[src/rtl/prog_exec.sv]
// Execution stage for the 16-word instruction loader: fetches, decodes and runs
// a stored program on a 4-bit accumulator, emitting results over valid/ready.
module prog_exec #(
   parameter int unsigned ADDR_WIDTH  = 4,
   parameter int unsigned INSTR_WIDTH = 5,
   parameter int unsigned ACC_WIDTH   = 4
) (
   input  logic                   clk,
   input  logic                   clear,
   input  logic                   run,
   input  logic [INSTR_WIDTH-1:0] instruction,
   output logic [ADDR_WIDTH-1:0]  address,
   output logic [ACC_WIDTH-1:0]   data_out,
   output logic                   out_valid,
   input  logic                   out_ready,
   output logic                   carry,
   output logic                   zero,
   output logic                   busy,
   output logic                   halted
);

   localparam int unsigned OP_WIDTH  = 3;
   localparam int unsigned IMM_WIDTH = INSTR_WIDTH - OP_WIDTH;

   typedef enum logic [2:0] {
      S_IDLE,
      S_FETCH,
      S_EXEC,
      S_WAIT_OUT,
      S_HALT
   } state_t;

   typedef enum logic [OP_WIDTH-1:0] {
      OP_NOP  = 3'd0,
      OP_LDI  = 3'd1,
      OP_ADDI = 3'd2,
      OP_SUBI = 3'd3,
      OP_OUT  = 3'd4,
      OP_JNZ  = 3'd5,
      OP_SHF  = 3'd6,
      OP_HALT = 3'd7
   } op_t;

   state_t                 state_q, state_d;
   logic [ADDR_WIDTH-1:0]  pc_q, pc_d;
   logic [ACC_WIDTH-1:0]   acc_q, acc_d;
   logic [INSTR_WIDTH-1:0] instr_q, instr_d;
   logic [ACC_WIDTH-1:0]   data_q, data_d;
   logic                   valid_q, valid_d;
   logic                   carry_q, carry_d;
   logic                   zero_q, zero_d;
   logic                   busy_q, busy_d;
   logic                   halted_q, halted_d;
   logic                   run_q;

   logic                   start;
   op_t                    op;
   logic [IMM_WIDTH-1:0]   imm;
   logic [ACC_WIDTH-1:0]   imm_ext;
   logic [ACC_WIDTH:0]     sum;

   assign start   = run & ~run_q;
   assign op      = op_t'(instr_q[INSTR_WIDTH-1 -: OP_WIDTH]);
   assign imm     = instr_q[IMM_WIDTH-1:0];
   assign imm_ext = ACC_WIDTH'(imm);

   // State and datapath registers; clear wins over everything.
   always_ff @(posedge clk) begin
      if (clear) begin
         state_q  <= S_IDLE;
         pc_q     <= '0;
         acc_q    <= '0;
         instr_q  <= '0;
         data_q   <= '0;
         valid_q  <= 1'b0;
         carry_q  <= 1'b0;
         zero_q   <= 1'b1;
         busy_q   <= 1'b0;
         halted_q <= 1'b0;
         run_q    <= 1'b0;
      end else begin
         state_q  <= state_d;
         pc_q     <= pc_d;
         acc_q    <= acc_d;
         instr_q  <= instr_d;
         data_q   <= data_d;
         valid_q  <= valid_d;
         carry_q  <= carry_d;
         zero_q   <= zero_d;
         busy_q   <= busy_d;
         halted_q <= halted_d;
         run_q    <= run;
      end
   end

   // Next-state, decode and execute.
   always_comb begin
      state_d = state_q;
      pc_d    = pc_q;
      acc_d   = acc_q;
      instr_d = instr_q;
      data_d  = data_q;
      valid_d = valid_q;
      carry_d = carry_q;
      sum     = '0;

      case (state_q)
         S_IDLE, S_HALT: begin
            if (start) begin
               state_d = S_FETCH;
               pc_d    = '0;
               acc_d   = '0;
               carry_d = 1'b0;
            end
         end
         S_FETCH: begin
            instr_d = instruction;
            state_d = S_EXEC;
         end
         S_EXEC: begin
            pc_d    = pc_q + ADDR_WIDTH'(1);
            state_d = S_FETCH;
            case (op)
               OP_NOP: ;
               OP_LDI: acc_d = imm_ext;
               OP_ADDI: begin
                  sum     = {1'b0, acc_q} + {1'b0, imm_ext};
                  acc_d   = sum[ACC_WIDTH-1:0];
                  carry_d = sum[ACC_WIDTH];
               end
               OP_SUBI: begin
                  acc_d   = acc_q - imm_ext;
                  carry_d = (acc_q < imm_ext);
               end
               OP_OUT: begin
                  data_d  = acc_q;
                  valid_d = 1'b1;
                  pc_d    = pc_q;
                  state_d = S_WAIT_OUT;
               end
               OP_JNZ: begin
                  if (acc_q != '0) pc_d = pc_q - ADDR_WIDTH'(imm) - ADDR_WIDTH'(1);
               end
               OP_SHF: begin
                  if (imm[0]) begin
                     acc_d   = acc_q >> 1;
                     carry_d = acc_q[0];
                  end else begin
                     acc_d   = acc_q << 1;
                     carry_d = acc_q[ACC_WIDTH-1];
                  end
               end
               OP_HALT: begin
                  pc_d    = pc_q;
                  state_d = S_HALT;
               end
            endcase
         end
         S_WAIT_OUT: begin
            if (out_ready) begin
               valid_d = 1'b0;
               pc_d    = pc_q + ADDR_WIDTH'(1);
               state_d = S_FETCH;
            end
         end
         default: state_d = S_IDLE;
      endcase

      // zero always tracks the accumulator it is registered with
      zero_d   = (acc_d == '0);
      busy_d   = (state_d == S_FETCH) || (state_d == S_EXEC) || (state_d == S_WAIT_OUT);
      halted_d = (state_d == S_HALT);
   end

   assign address   = pc_q;
   assign data_out  = data_q;
   assign out_valid = valid_q;
   assign carry     = carry_q;
   assign zero      = zero_q;
   assign busy      = busy_q;
   assign halted    = halted_q;

endmodule

[config.mk]
export PLATFORM = sky130hd
export DESIGN_NAME = prog_exec
export DESIGN_NICKNAME = d
export VERILOG_FILES = /design/src/rtl/prog_exec.sv
export SDC_FILE = /design/constraint.sdc
export NUM_CORES = 1
export LEC_CHECK = 0
export CORE_MARGIN = 1
export CORE_UTILIZATION = 54
export DETAILED_ROUTE_END_ITERATION = 10
export PLACE_DENSITY = 0.79
export SLEW_MARGIN = 10
export SYNTH_ARGS = -nofsm -noshare
export SYNTH_HDL_FRONTEND = slang
export SYNTH_SLANG_ARGS = --single-unit
export TNS_END_PERCENT = 10
[constraint.sdc]
create_clock -name clk -period 2.6 [get_ports clk]
set_input_delay 0.52 -clock clk [delete_from_list [all_inputs] [get_ports clk]]
set_output_delay 0.52 -clock clk [all_outputs]
set_load 0.01 [all_outputs]
**Word level (Yosys, flattened, before mapping)**

Cells that the tools add are included.

- Logic and storage cells: 73
- Register bits after elaboration: 26
- Input bits: 9

- Multiplexer cells: 20
- Eq/ne operators: 20
- $add $sub $neg: 5
- Order comparisons: 1
- Reductions and logical operators: 14
- Bitwise logic cells: 2

Operators by type and width:

| operator | number |
|---|---|
| 4-bit two-way mux | 5 |
| 3-bit by 2-bit == test with 1-bit output (second input constant) | 6 |
| 3-bit == test (second input constant) | 6 |
| 4-bit case mux with 2 select lines | 2 |
| 4-bit case mux with 4 select lines | 1 |
| 3-bit case mux with 4 select lines | 1 |
| 4-bit case mux with 3 select lines | 1 |
| 3-bit by 1-bit == test with 1-bit output (second input constant) | 3 |
| 4-bit by 2-bit subtractor with 4-bit output | 2 |
| 3-bit two-way mux | 2 |
| 2-bit inequality test (second input constant) | 3 |
| 3-bit case mux with 2 select lines | 1 |
| 3-bit AND reduction | 2 |
| 4-bit by 2-bit adder with 5-bit output | 1 |
| 4-bit by 1-bit adder with 4-bit output (second input constant) | 1 |
| 4-bit zero test | 1 |
| 4-bit by 2-bit less-than comparator with 1-bit output | 1 |
| 1-bit two-way mux | 4 |
| 4-bit by 2-bit inequality test with 1-bit output (second input constant) | 1 |
| 1-bit case mux with 2 select lines | 2 |
| 4-bit AND reduction | 1 |
| 2-bit nonzero test | 2 |
| 4-bit nonzero test | 1 |
| 2-bit OR reduction | 2 |
| 9 further kinds | 10 |

**Longest topological paths before layout**

Gate-level depths: netlist of run 1.

- Word-level depth: 7
- Mapped depth: 9
- Depth with buffers taken out: 9

**Least setup slack after synthesis of run 1**

No wires, ideal clock.

- Kind: input -> register
- Start point: in run
- End point: reg pc_q[0], in the netlist address[0]
- Library setup time: 74 ps
- Path slack: 499 ps
- Stages on the path: 6
- Data arrival time: 2027 ps
- Cell sequence: or4b_4 > buf_6 > a21boi_4 > o21bai_4 > or4_1 > a31oi_1

- Longest elaborated chain between the ends: 3

RTL lines:

| element | RTL line | text |
|---|---|---|
| start: declaration | 10 | `input logic run,` |
| 1-bit bitwise AND | 62 | `assign start = run & ~run_q;` |
| 2-bit inequality test (no line) | n/a |  |
| 4-bit AND reduction (no line) | n/a |  |
| end signal: assignment | 83 | `pc_q <= pc_d;` |
| end: declaration | 45 | `logic [ADDR_WIDTH-1:0] pc_q, pc_d;` |

Every way passes these cells.
A chain may end at the register's enable or synchronous reset.

**Worst setup path after layout of run 1**

- Start point: reg acc_q[0]
- End point: reg zero_q, in the netlist zero

- Longest elaborated chain between the ends: 4

RTL lines:

| element | RTL line | text |
|---|---|---|
| start: declaration | 46 | `logic [ACC_WIDTH-1:0] acc_q, acc_d;` |
| start signal: assignment | 72 | `acc_q <= '0;` |
| start signal: assignment | 84 | `acc_q <= acc_d;` |
| 4-bit by 2-bit subtractor with 4-bit output (tied with other cells) | 132 | `acc_d = acc_q - imm_ext;` |
| 4-bit case mux with 4 select lines | 123 | `case (op)` |
| 4-bit case mux with 2 select lines (*) | 107 | `case (state_q)` |
| 4-bit zero test (*) | 170 | `zero_d = (acc_d == '0);` |
| end signal: assignment | 89 | `zero_q <= zero_d;` |
| end: declaration | 51 | `logic zero_q, zero_d;` |

Mark *: on every way between the ends. The rest lies on a longest branch, timed or not.

==> flow_summary.json, run 1 <==
{
  "synth_edf_count": 0,
  "grt_pass1_vias": 1262,
  "cts_sinks": 26,
  "cp-end-kind": "flip-flop",
  "slew_viol_final": 0,
  "fmax_ghz": 0.4137,
  "clk_pin_slew_ps": 160,
  "synthArstFlopShare_pct": 0,
  "critical_path.startpoint": "acc_q[0]$_SDFF_PP0_",
  "io_buffers": 21,
  "htreeDepth": 1,
  "hpwl_microns": 2629,
  "drive_gt1_share_pct": 9.756,
  "wl_met1_microns": 1645,
  "hold_buffers": 0,
  "drtAntennaViolNets": 0,
  "hold_path_depth": 2,
  "tns_ps": 0,
  "synth.distinct_cells": 48,
  "synth_area_sq_um": 1578,
  "synth_top_area_share_pct": 32.99,
  "hp-start": "address[3]$_SDFFE_PP0P_",
  "dr.pass1.iters": 5,
  "grt_pass1_wl_microns": 5920,
  "design_area_sq_um": 1878,
  "vdd_ir_drop_max_v": 0.0003609,
  "fillCellCount": 223,
  "grt_max_degree": 18,
  "p_leak_nw": 0.6862,
  "clockRootBuffer": "clkbuf_4",
  "gp_congestion": 0.9085,
  "worstPathMaxFanout": 7,
  "io_pins": 22,
  "synth_area_leaders": "dfxtp_1 33%, mux2i_1 5.7%, ha_1 5.6%, a21oi_1 4.8%, nor2_1 4.5%",
  "ys.flop_type": "dfxtp_1",
  "gr-total-overflow": 0,
  "syn2layout_area_growth_pct": 19.03,
  "grt_setup_unrepaired": "no",
  "routed_via_density": 5.983,
  "maxCapViolations": 0,
  "wl_per_cell_microns": 14.89,
  "synth_fp_nets": 202,
  "fp.dieH_microns": 56.06,
  "ys_warn_count": 0,
  "syn_inst": 183,
  "worst_pin_slew_ps": 540.5,
  "worst_hold_path_type": "flip-flop to flip-flop",
  "relSlewSlack_pct": 63.04,
  "worst_slack_ps": 182.7,
  "antenna_found_initial": 0,
  "grtUsageTotal_pct": 23.85,
  "cts_setup_buffers": 0,
  "fin_crit_ps": 2417,
  "syn-mean-instance-area_sq_um": 8.622,
  "coreArea_sq_um": 2758,
  "outcome": "completed",
  "r2r_slack_ps": 180,
  "place_ws_ps": 77.91,
  "holdPathEnd": "address[3]$_SDFFE_PP0P_",
  "arrival_ps": 2670,
  "dieArea_sq_um": 3142,
  "hold_viol_final": 0,
  "ff2ff_path_depth": 9,
  "drt_wl_total_microns": 3514,
  "critPathKind": "flip-flop to flip-flop",
  "worstReg2RegStart": "acc_q[0]$_SDFF_PP0_",
  "finalSetupViolations": 0,
  "vias": 1412,
  "clockBufferDepth": 2,
  "met3WireLength_microns": 135,
  "die_w_microns": 56.06,
  "post_cts_resized": 0,
  "numCtsBuffers": 3,
  "yosysSeqAreaShare_pct": 32.99,
  "fin_skew_ps": 11.71,
  "layout.nets": 225,
  "synth_seq_cells": 26,
  "start_kind": "flip-flop",
  "start_util_pct": 57.21,
  "clkLatencyLatePin_ps": 330,
  "num_antenna_cells": 0,
  "cts_tree": "done",
  "synth.largest_area_cell": "dfxtp_1",
  "wl_met2_microns": 1691,
  "drcViolationCount": 0,
  "cp_data_required_time_ps": 2850,
  "r2r_end": "zero$_SDFF_PP1_",
  "highest_layer": "met4",
  "p_per_area_nw_per_um2": 439.7,
  "place_area_sq_um": 1826,
  "rows": 19,
  "finalCritPeriodShare_pct": 92.97,
  "drt_iter0_drc": 102
}
-- worst max-delay path by stage --
| stage | slack (ps) | end |
|---|---|---|
| 3_3_place_gp | 100 | address[0]$_SDFFE_PP0P_ |
| 6_report | 180 | zero$_SDFF_PP1_ |
| 3_5_place_dp | 80 | address[0]$_SDFFE_PP0P_ |
| 4_1_cts | 220 | zero$_SDFF_PP1_ |
| 2_1_floorplan | 500 | address[0]$_SDFFE_PP0P_ |
| 5_1_grt | 60 | zero$_SDFF_PP1_ |
-- kinds of logic after synthesis --
logic type,count (synthesis),share of synthesized area (%)
muxes,11,7.137
AOI/OAI and AO/OA,50,22.84
adders and majority gates,10,9.358
DFF,26,32.99
and+or+nand+nor,64,20.94
buffers and inverters,22,6.740
-- report_power, final --
group          internal, mW  total, mW  switching, mW  leakage [nW]
sequential            0.409      0.423         0.0143         0.211
clock                 0.156      0.285          0.129        0.0279
combinational        0.0577      0.118         0.0605         0.447
-- Yosys cell counts (2+ instances only) --
master	number
nand3_1	5
nand4_1	3
nor4_1	2
a32o_1	2
a21oi_1	15
clkbuf_1	6
mux2_2	2
fa_1	3
nand4b_1	2
o22ai_1	3
buf_6	2
dfxtp_1	26
buf_4	2
a311oi_1	2
nor3b_1	2
mux2i_1	9
a211oi_1	2
a31oi_1	2
nand2b_1	4
nand2_1	15
o21a_1	3
a2111oi_0	2
inv_1	10
ha_1	7
nor2_1	19
or4_1	3
nor2b_1	3
o21ai_0	7
-- flip-flops by register name, indices dropped and copies added (netlist names) --
register,count
data_out,4
acc_q,4
state_q,3
run_q,1
busy,1
out_valid,1
halted,1
address,4
carry,1
zero,1
instr_q,5
-- metrics by stage --
stage               instances  power [mW]  utilization (%)  hold WS [ps]
floorplan                 183      0.5082                -         498.7
global placement          232      0.5449            66.20         477.0
detailed placement        232      0.5474            66.20         480.5
CTS                       236      0.8262            68.10         500.6
global route              236      0.8612            68.10         510.1
finish                    236      0.8258            68.10         498.4
-- routing by layer --
layer | vias to the layer above | GRT usage (%)
met5 | - | 0
met4 | 0 | 8.362
met3 | 6 | 3.023
met2 | 47 | 38.78
met1 | 652 | 32.60
li1 | 707 | -
-- cell usage in the layout, fill, tap and decap left out, types with 4 or more instances in the layout --
cell type,n
a21oi_1,15
buf_4,9
clkdlybuf4s50_1,21
dfxtp_1,26
ha_1,7
inv_1,10
mux2i_1,9
nand2_1,15
nand2b_1,4
nand3_1,5
nor2_1,19
o21ai_0,7
-- final cells by class --
cell class	instances	area [sq um]	share of cell area, %
multi-input cells	135	950.9	50.63
flip-flops and latches	26	520.5	27.71
repair buffers	30	277.8	14.79
well taps	31	38.79	2.065
inverters	10	37.54	1.999
clock inverters	1	30.03	1.599
clock buffers	3	22.52	1.199
-- critical path, stage by stage, from the launching register on --
cell,delay [ps]
dfxtp_1,490
inv_1,110
ha_1,220
inv_1,120
fa_1,420
mux2_2,270
a22oi_1,160
o22ai_1,120
o31a_1,290
nor3_1,150
Power figures use the tool's default switching activity.
==> run 2: changes to the inputs <==
Settings changed: ABC_AREA set to 1.
==> flow_summary.json, run 2 <==
{
  "clock_power_share_pct": 31.7,
  "coreArea_sq_um": 2829,
  "syn-mean-instance-area_sq_um": 7.287,
  "worst_hold_path_type": "flip-flop to flip-flop",
  "p_int_mw": 0.6352,
  "synth_fa_ha_area_share_pct": 8.926,
  "mostFrequentLayoutCell": "nand2_1",
  "ys.flop_type": "dfxtp_1",
  "grt_setup_unrepaired": "no",
  "finalCritPeriodShare_pct": 75.20,
  "combinationalPowerShare_pct": 18.1,
  "drtAntennaViolNets": 0,
  "fillCellCount": 254,
  "ff_latch_area_sq_um": 520.5,
  "synth-simple-area-share_pct": 30.86,
  "fp.dieH_microns": 57.35,
  "path_buf_inv": 1,
  "p_leak_nw": 0.7957,
  "critical_path.startpoint": "address[2]$_SDFFE_PP0P_",
  "synth_area_sq_um": 1654,
  "synth_top_family_by_area": "simple AND/OR/NAND/NOR gates",
  "synth.distinct_cells": 34,
  "cts_sinks": 26,
  "antenna_found_initial": 0,
  "hold_slack_ps": 477.6,
  "largest_reg_flops": 5,
  "worst_slack_ps": 644.9,
  "drcViolationCount": 0,
  "top_register": "instr_q",
  "mostFrequentLayoutCells": "43 x nand2_1, 27 x nor2_1, 26 x dfxtp_1, 21 x a21oi_1, 21 x clkdlybuf4s50_1",
  "slowest_stage": "clkdlybuf4s50_1",
  "syn2layout_area_growth_pct": 16.34,
  "synth.largest_area_cell": "dfxtp_1",
  "synth_compound_area_share_pct": 16.79,
  "finalSetupViolations": 0,
  "rows": 19,
  "r2r_end": "zero$_SDFF_PP1_",
  "htreeDepth": 1,
  "grt_max_degree": 16,
  "maxCapViolations": 0,
  "drt_wl_total_microns": 3489,
  "multi_input_area_sq_um": 979.7,
  "grt_pass1_vias": 1354,
  "clk_pin_slew_ps": 140,
  "hpwl_microns": 2706,
  "outcome": "completed",
  "grt_pass1_wl_microns": 5975,
  "setup.worst_path.end": "address[2]",
  "ff2ff_path_depth": 10,
  "grtUsageTotal_pct": 22.96,
  "switching_power_mw": 0.2410,
  "synth_area_leaders": "dfxtp_1 31%, nand2_1 9.8%, a21oi_1 6.4%, nor2_1 6.1%, ha_1 5.3%",
  "slew_viol_final": 0,
  "start_kind": "flip-flop",
  "gr-total-overflow": 0,
  "fmax_ghz": 0.5115,
  "dr.pass1.iters": 4,
  "cp-end-kind": "output port",
  "arrival_ps": 1440,
  "io_buffers": 21,
  "synthArstFlopShare_pct": 0,
  "synth_most_common_cell": "nand2_1",
  "worst_pin_slew_ps": 437.0,
  "hold_viol_final": 0,
  "worstReg2RegStart": "instr_q[0]$_SDFFE_PP0P_",
  "seqPwrFrac_pct": 50.2,
  "num_antenna_cells": 0,
  "r2r_slack_ps": 660,
  "drive_gt1_share_pct": 13.36,
  "synth_mux_area_share_pct": 0,
  "yosys-top-cells-count": "43 x nand2_1, 27 x nor2_1, 26 x dfxtp_1",
  "crit_cells": 1,
  "layout.nets": 267,
  "die_w_microns": 57.35,
  "gp_congestion": 0.9410,
  "cts_setup_buffers": 0,
  "numCtsBuffers": 3,
  "synth_top_area_share_pct": 31.47,
  "hp-start": "out_valid$_SDFFE_PP0P_",
  "place_ws_ps": 617.1,
  "wl_per_cell_microns": 12.55,
  "routed_via_density": 5.363,
  "dieArea_sq_um": 3288,
  "tns_ps": 0,
  "start_util_pct": 58.47,
  "clkLatencyLatePin_ps": 330,
  "vias": 1491,
  "crit_family": "buffers and inverters",
  "yosysSeqAreaShare_pct": 31.47,
  "clockBufferDepth": 2,
  "vdd_ir_drop_max_v": 0.0003793,
  "synth_seq_cells": 26,
  "cts_tree": "done",
  "hold_buffers": 0,
  "clockRootBuffer": "clkbuf_4",
  "post_cts_resized": 0,
  "syn_inst": 227,
  "relSlewSlack_pct": 70.64,
  "p_per_area_nw_per_um2": 455.3,
  "io_pins": 22,
  "worstPathCellList": "clkdlybuf4s50_1",
  "fin_crit_ps": 1955,
  "critPathKind": "flip-flop to output port",
  "synth_fp_nets": 246,
  "critPathMaxStageDelay_ps": 600,
  "synth_edf_count": 0,
  "fin_skew_ps": 4.057,
  "synthXorXnorAreaFrac_pct": 2.648,
  "worstPathMaxFanout": 6,
  "cp_data_required_time_ps": 2080,
  "ys_warn_count": 0,
  "swShare_pct": 27.51,
  "drt_iter0_drc": 65
}
## run 2: changes by cell type in the layout (fill, tap and decap cells not counted), sizes merged, moves of 4 or more
cell	previous run	this run
buf	9	1
nand2b	4	0
nor2	19	33
inv	10	25
mux2i	9	0
nand3	5	14
o21ai	7	19
a21oi	15	24
nand2	15	52
o211ai	0	4
## run 2: per-stage QoR
step	utilization (%)	cells	total power, mW	cell area [sq um]
3_5_place_dp	66.17	274	0.6069	1872
5_1_grt	68.02	278	0.9205	1924
4_1_cts	68.02	278	0.8871	1924
2_1_floorplan	-	227	0.5627	1654
3_3_place_gp	66.17	274	0.6043	1872
6_report	68.02	278	0.8762	1924
## run 2: layout make-up
type	instances	share of cell area [%]
clock buffers	3	1.170
clock inverters	1	1.560
inverters	26	5.982
multi-input cells	169	50.91
repair buffers	22	11.31
flip-flops and latches	26	27.05
well taps	31	2.016
## run 2: cell families (layout without fill, tap and decap cells)
kind of cell,count (synthesis),in the layout
AOI/OAI and AO/OA,49,49
and+or+nand+nor,105,105
DFF,26,26
xor gates and xnor gates,5,5
buffers and inverters,32,52
adders and majority gates,10,10
## run 2: worst min path at each step
stage / to / slack (ps) / cells past startpoint
after floorplan: out_valid$_SDFFE_PP0P_ / 490 / 2
after global placement: out_valid$_SDFFE_PP0P_ / 450 / 2
after detailed placement: out_valid$_SDFFE_PP0P_ / 460 / 2
after CTS: out_valid$_SDFFE_PP0P_ / 480 / 2
after global routing: out_valid$_SDFFE_PP0P_ / 490 / 2
final: out_valid$_SDFFE_PP0P_ / 480 / 2
## run 2: power by group through the flow
stage / registers, mW / logic (mW) / clock network [mW]
after floorplan: 0.439 / 0.124 / 0
after global placement: 0.448 / 0.156 / 0
after detailed placement: 0.448 / 0.159 / 0
after CTS: 0.440 / 0.159 / 0.288
after global routing: 0.443 / 0.178 / 0.299
final: 0.440 / 0.158 / 0.278
## run 2: metal layers
layer	vias to the layer above	share of wire, %	global-route usage, %
li1	780	-	-
met4	0	1.1	6.272
met3	5	2.8	2.721
met5	-	0	0
met2	25	47	37.38
met1	681	49	32.15
## run 2: worst reg2reg max path: cells and delay by family (launching register included)
family	cells	cell delay (ps)
compound gates	2	330
simple gates	4	290
flops	1	540
fa+ha+maj	2	600
buf+inv	2	160
==> run 3: changes to the inputs <==
Clock period 2.6 ns to 2 ns, I/O delays scaled along.
==> flow_summary.json, run 3 (same netlist as run 2, synthesis figures left out) <==
{
  "start_kind": "flip-flop",
  "holdPathEnd": "out_valid$_SDFFE_PP0P_",
  "swShare_pct": 27.75,
  "fp.dieH_microns": 57.35,
  "drcViolationCount": 0,
  "mostFrequentLayoutCells": "43 x nand2_1, 27 x nor2_1, 25 x dfxtp_1, 21 x a21oi_1, 21 x clkdlybuf4s50_1",
  "htreeDepth": 1,
  "start_util_pct": 58.47,
  "combinationalPowerShare_pct": 19.3,
  "critical_path.startpoint": "address[2]$_SDFFE_PP0P_",
  "switching_power_mw": 0.3201,
  "numCtsBuffers": 3,
  "worstPathMaxFanout": 6,
  "worstReg2RegStart": "acc_q[0]$_SDFF_PP0_",
  "clkLatencyLatePin_ps": 330,
  "rows": 19,
  "vias": 1493,
  "grt_max_degree": 16,
  "gr-total-overflow": 0,
  "slew_viol_final": 0,
  "clockBufferDepth": 2,
  "hold_viol_final": 0,
  "hp-start": "out_valid$_SDFFE_PP0P_",
  "grt_pass1_vias": 1466,
  "grtUsageTotal_pct": 24.49,
  "worst_slack_ps": 187.4,
  "tns_ps": 0,
  "clockRootBuffer": "clkbuf_4",
  "ff2ff_path_depth": 11,
  "drt_iter0_drc": 79,
  "coreArea_sq_um": 2829,
  "critPathKind": "flip-flop to output port",
  "slowest_stage": "clkdlybuf4s50_1",
  "path_buf_inv": 1,
  "arrival_ps": 1410,
  "fmax_ghz": 0.5517,
  "cp-end-kind": "output port",
  "cts_sinks": 26,
  "grt_pass1_wl_microns": 6299,
  "dieArea_sq_um": 3288,
  "largest_reg_flops": 5,
  "die_w_microns": 57.35,
  "fin_cells": 284,
  "p_leak_nw": 0.8262,
  "crit_cells": 1,
  "io_pins": 22,
  "io_buffers": 21,
  "drt_wl_total_microns": 3576,
  "r2r_end": "zero$_SDFF_PP1_",
  "cp_data_required_time_ps": 1600,
  "hpwl_microns": 2834,
  "dr.pass1.iters": 4,
  "worst_hold_path_type": "flip-flop to flip-flop",
  "worstPathCellList": "clkdlybuf4s50_1",
  "drtAntennaViolNets": 0,
  "grt_setup_unrepaired": "no",
  "fin_skew_ps": 10.62,
  "drive_gt1_share_pct": 15.81,
  "finalSetupViolations": 0,
  "worst_pin_slew_ps": 459.8,
  "relSlewSlack_pct": 69.11,
  "place_ws_ps": 144.8,
  "fillCellCount": 252,
  "p_per_area_nw_per_um2": 585.2,
  "gp_congestion": 0.9614,
  "r2r_slack_ps": 190,
  "finalCritPeriodShare_pct": 90.63,
  "vdd_ir_drop_max_v": 0.0004021,
  "syn2layout_area_growth_pct": 19.14,
  "mostFrequentLayoutCell": "nand2_1",
  "wl_per_cell_microns": 12.59,
  "layout.nets": 273,
  "seqPwrFrac_pct": 49.0,
  "post-place-cells": 280,
  "hold_path_depth": 2,
  "maxCapViolations": 0,
  "clk_pin_slew_ps": 150,
  "clock_power_share_pct": 31.7,
  "outcome": "completed",
  "routed_via_density": 5.257,
  "cts_tree": "done",
  "crit_family": "buffers and inverters",
  "antenna_found_initial": 0,
  "top_register": "instr_q",
  "num_antenna_cells": 0,
  "p_int_mw": 0.8332,
  "fin_crit_ps": 1813,
  "critPathMaxStageDelay_ps": 590
}
-- run 3: cell types whose count changed in the layout (fill, tap and decap cells not counted) --
cell / change
dfxtp_2: +1
dfxtp_1: -1
buf_4: +6
-- run 3: worst max-delay path by stage --
stage                                          to  slack [ps]
final                                  address[2]         190
after CTS                         zero$_SDFF_PP1_         140
after global placement    address[3]$_SDFFE_PP0P_         170
after global routing              zero$_SDFF_PP1_          20
after detailed placement  address[3]$_SDFFE_PP0P_         140
after floorplan                   zero$_SDFF_PP1_         340
-- run 3: layer usage --
| metal | part of all wire [%] | track usage [%] | wire length [microns] | vias up |
|---|---|---|---|---|
| li1 | - | - | - | 793 |
| met1 | 48 | 32.34 | 1726 | 666 |
| met2 | 47 | 41.20 | 1683 | 30 |
| met3 | 3.9 | 4.082 | 139 | 4 |
| met4 | 0.76 | 6.969 | 27 | 0 |
| met5 | 0 | 0 | 0 | - |
-- run 3: through the flow --
step	power, mW	util [%]	area [sq um]	hold slack [ps]
2_1_floorplan	0.7315	-	1654	462.4
3_3_place_gp	0.7946	67.76	1917	455.7
5_1_grt	1.214	69.66	1971	501.4
6_report	1.153	69.66	1971	479.7
3_5_place_dp	0.7985	67.76	1917	460.3
4_1_cts	1.155	69.62	1969	480.4
-- run 3: worst register-to-register path, cell delays in order, from the launching register on --
cell     delay (ps)
dfxtp_2         380
inv_1            60
ha_1            200
inv_1            90
fa_1            410
nand2_1          80
nand2_1          60
o21ai_1         180
nand2_1          80
nor2_1           90
nand3_1          80
nand2_1          60
-- run 3: layout make-up --
type	instances	area [sq um]	area share (%)
clock inverter	1	30.03	1.524
timing repair buffer	28	262.8	13.33
multi-input combinational	169	979.7	49.71
tap	31	38.79	1.968
clock buffer	3	22.52	1.143
inverter	26	115.1	5.841
sequential	26	521.8	26.48
-- run 3: timing repair --
item | CTS | global route
resized for setup | 0 | 1
endpoints found under the setup margin | 0 | 1
buffers inserted | 0 | 0
hold buffers | 0 | 0
endpoints found under the hold margin | 0 | 0
-- run 3: power by group through the flow --
stage	clock, mW	combinational, mW	sequential (mW)
2_1_floorplan	0	0.161	0.571
3_3_place_gp	0	0.218	0.576
3_5_place_dp	0	0.222	0.577
4_1_cts	0.367	0.223	0.565
5_1_grt	0.394	0.250	0.570
6_report	0.365	0.222	0.566
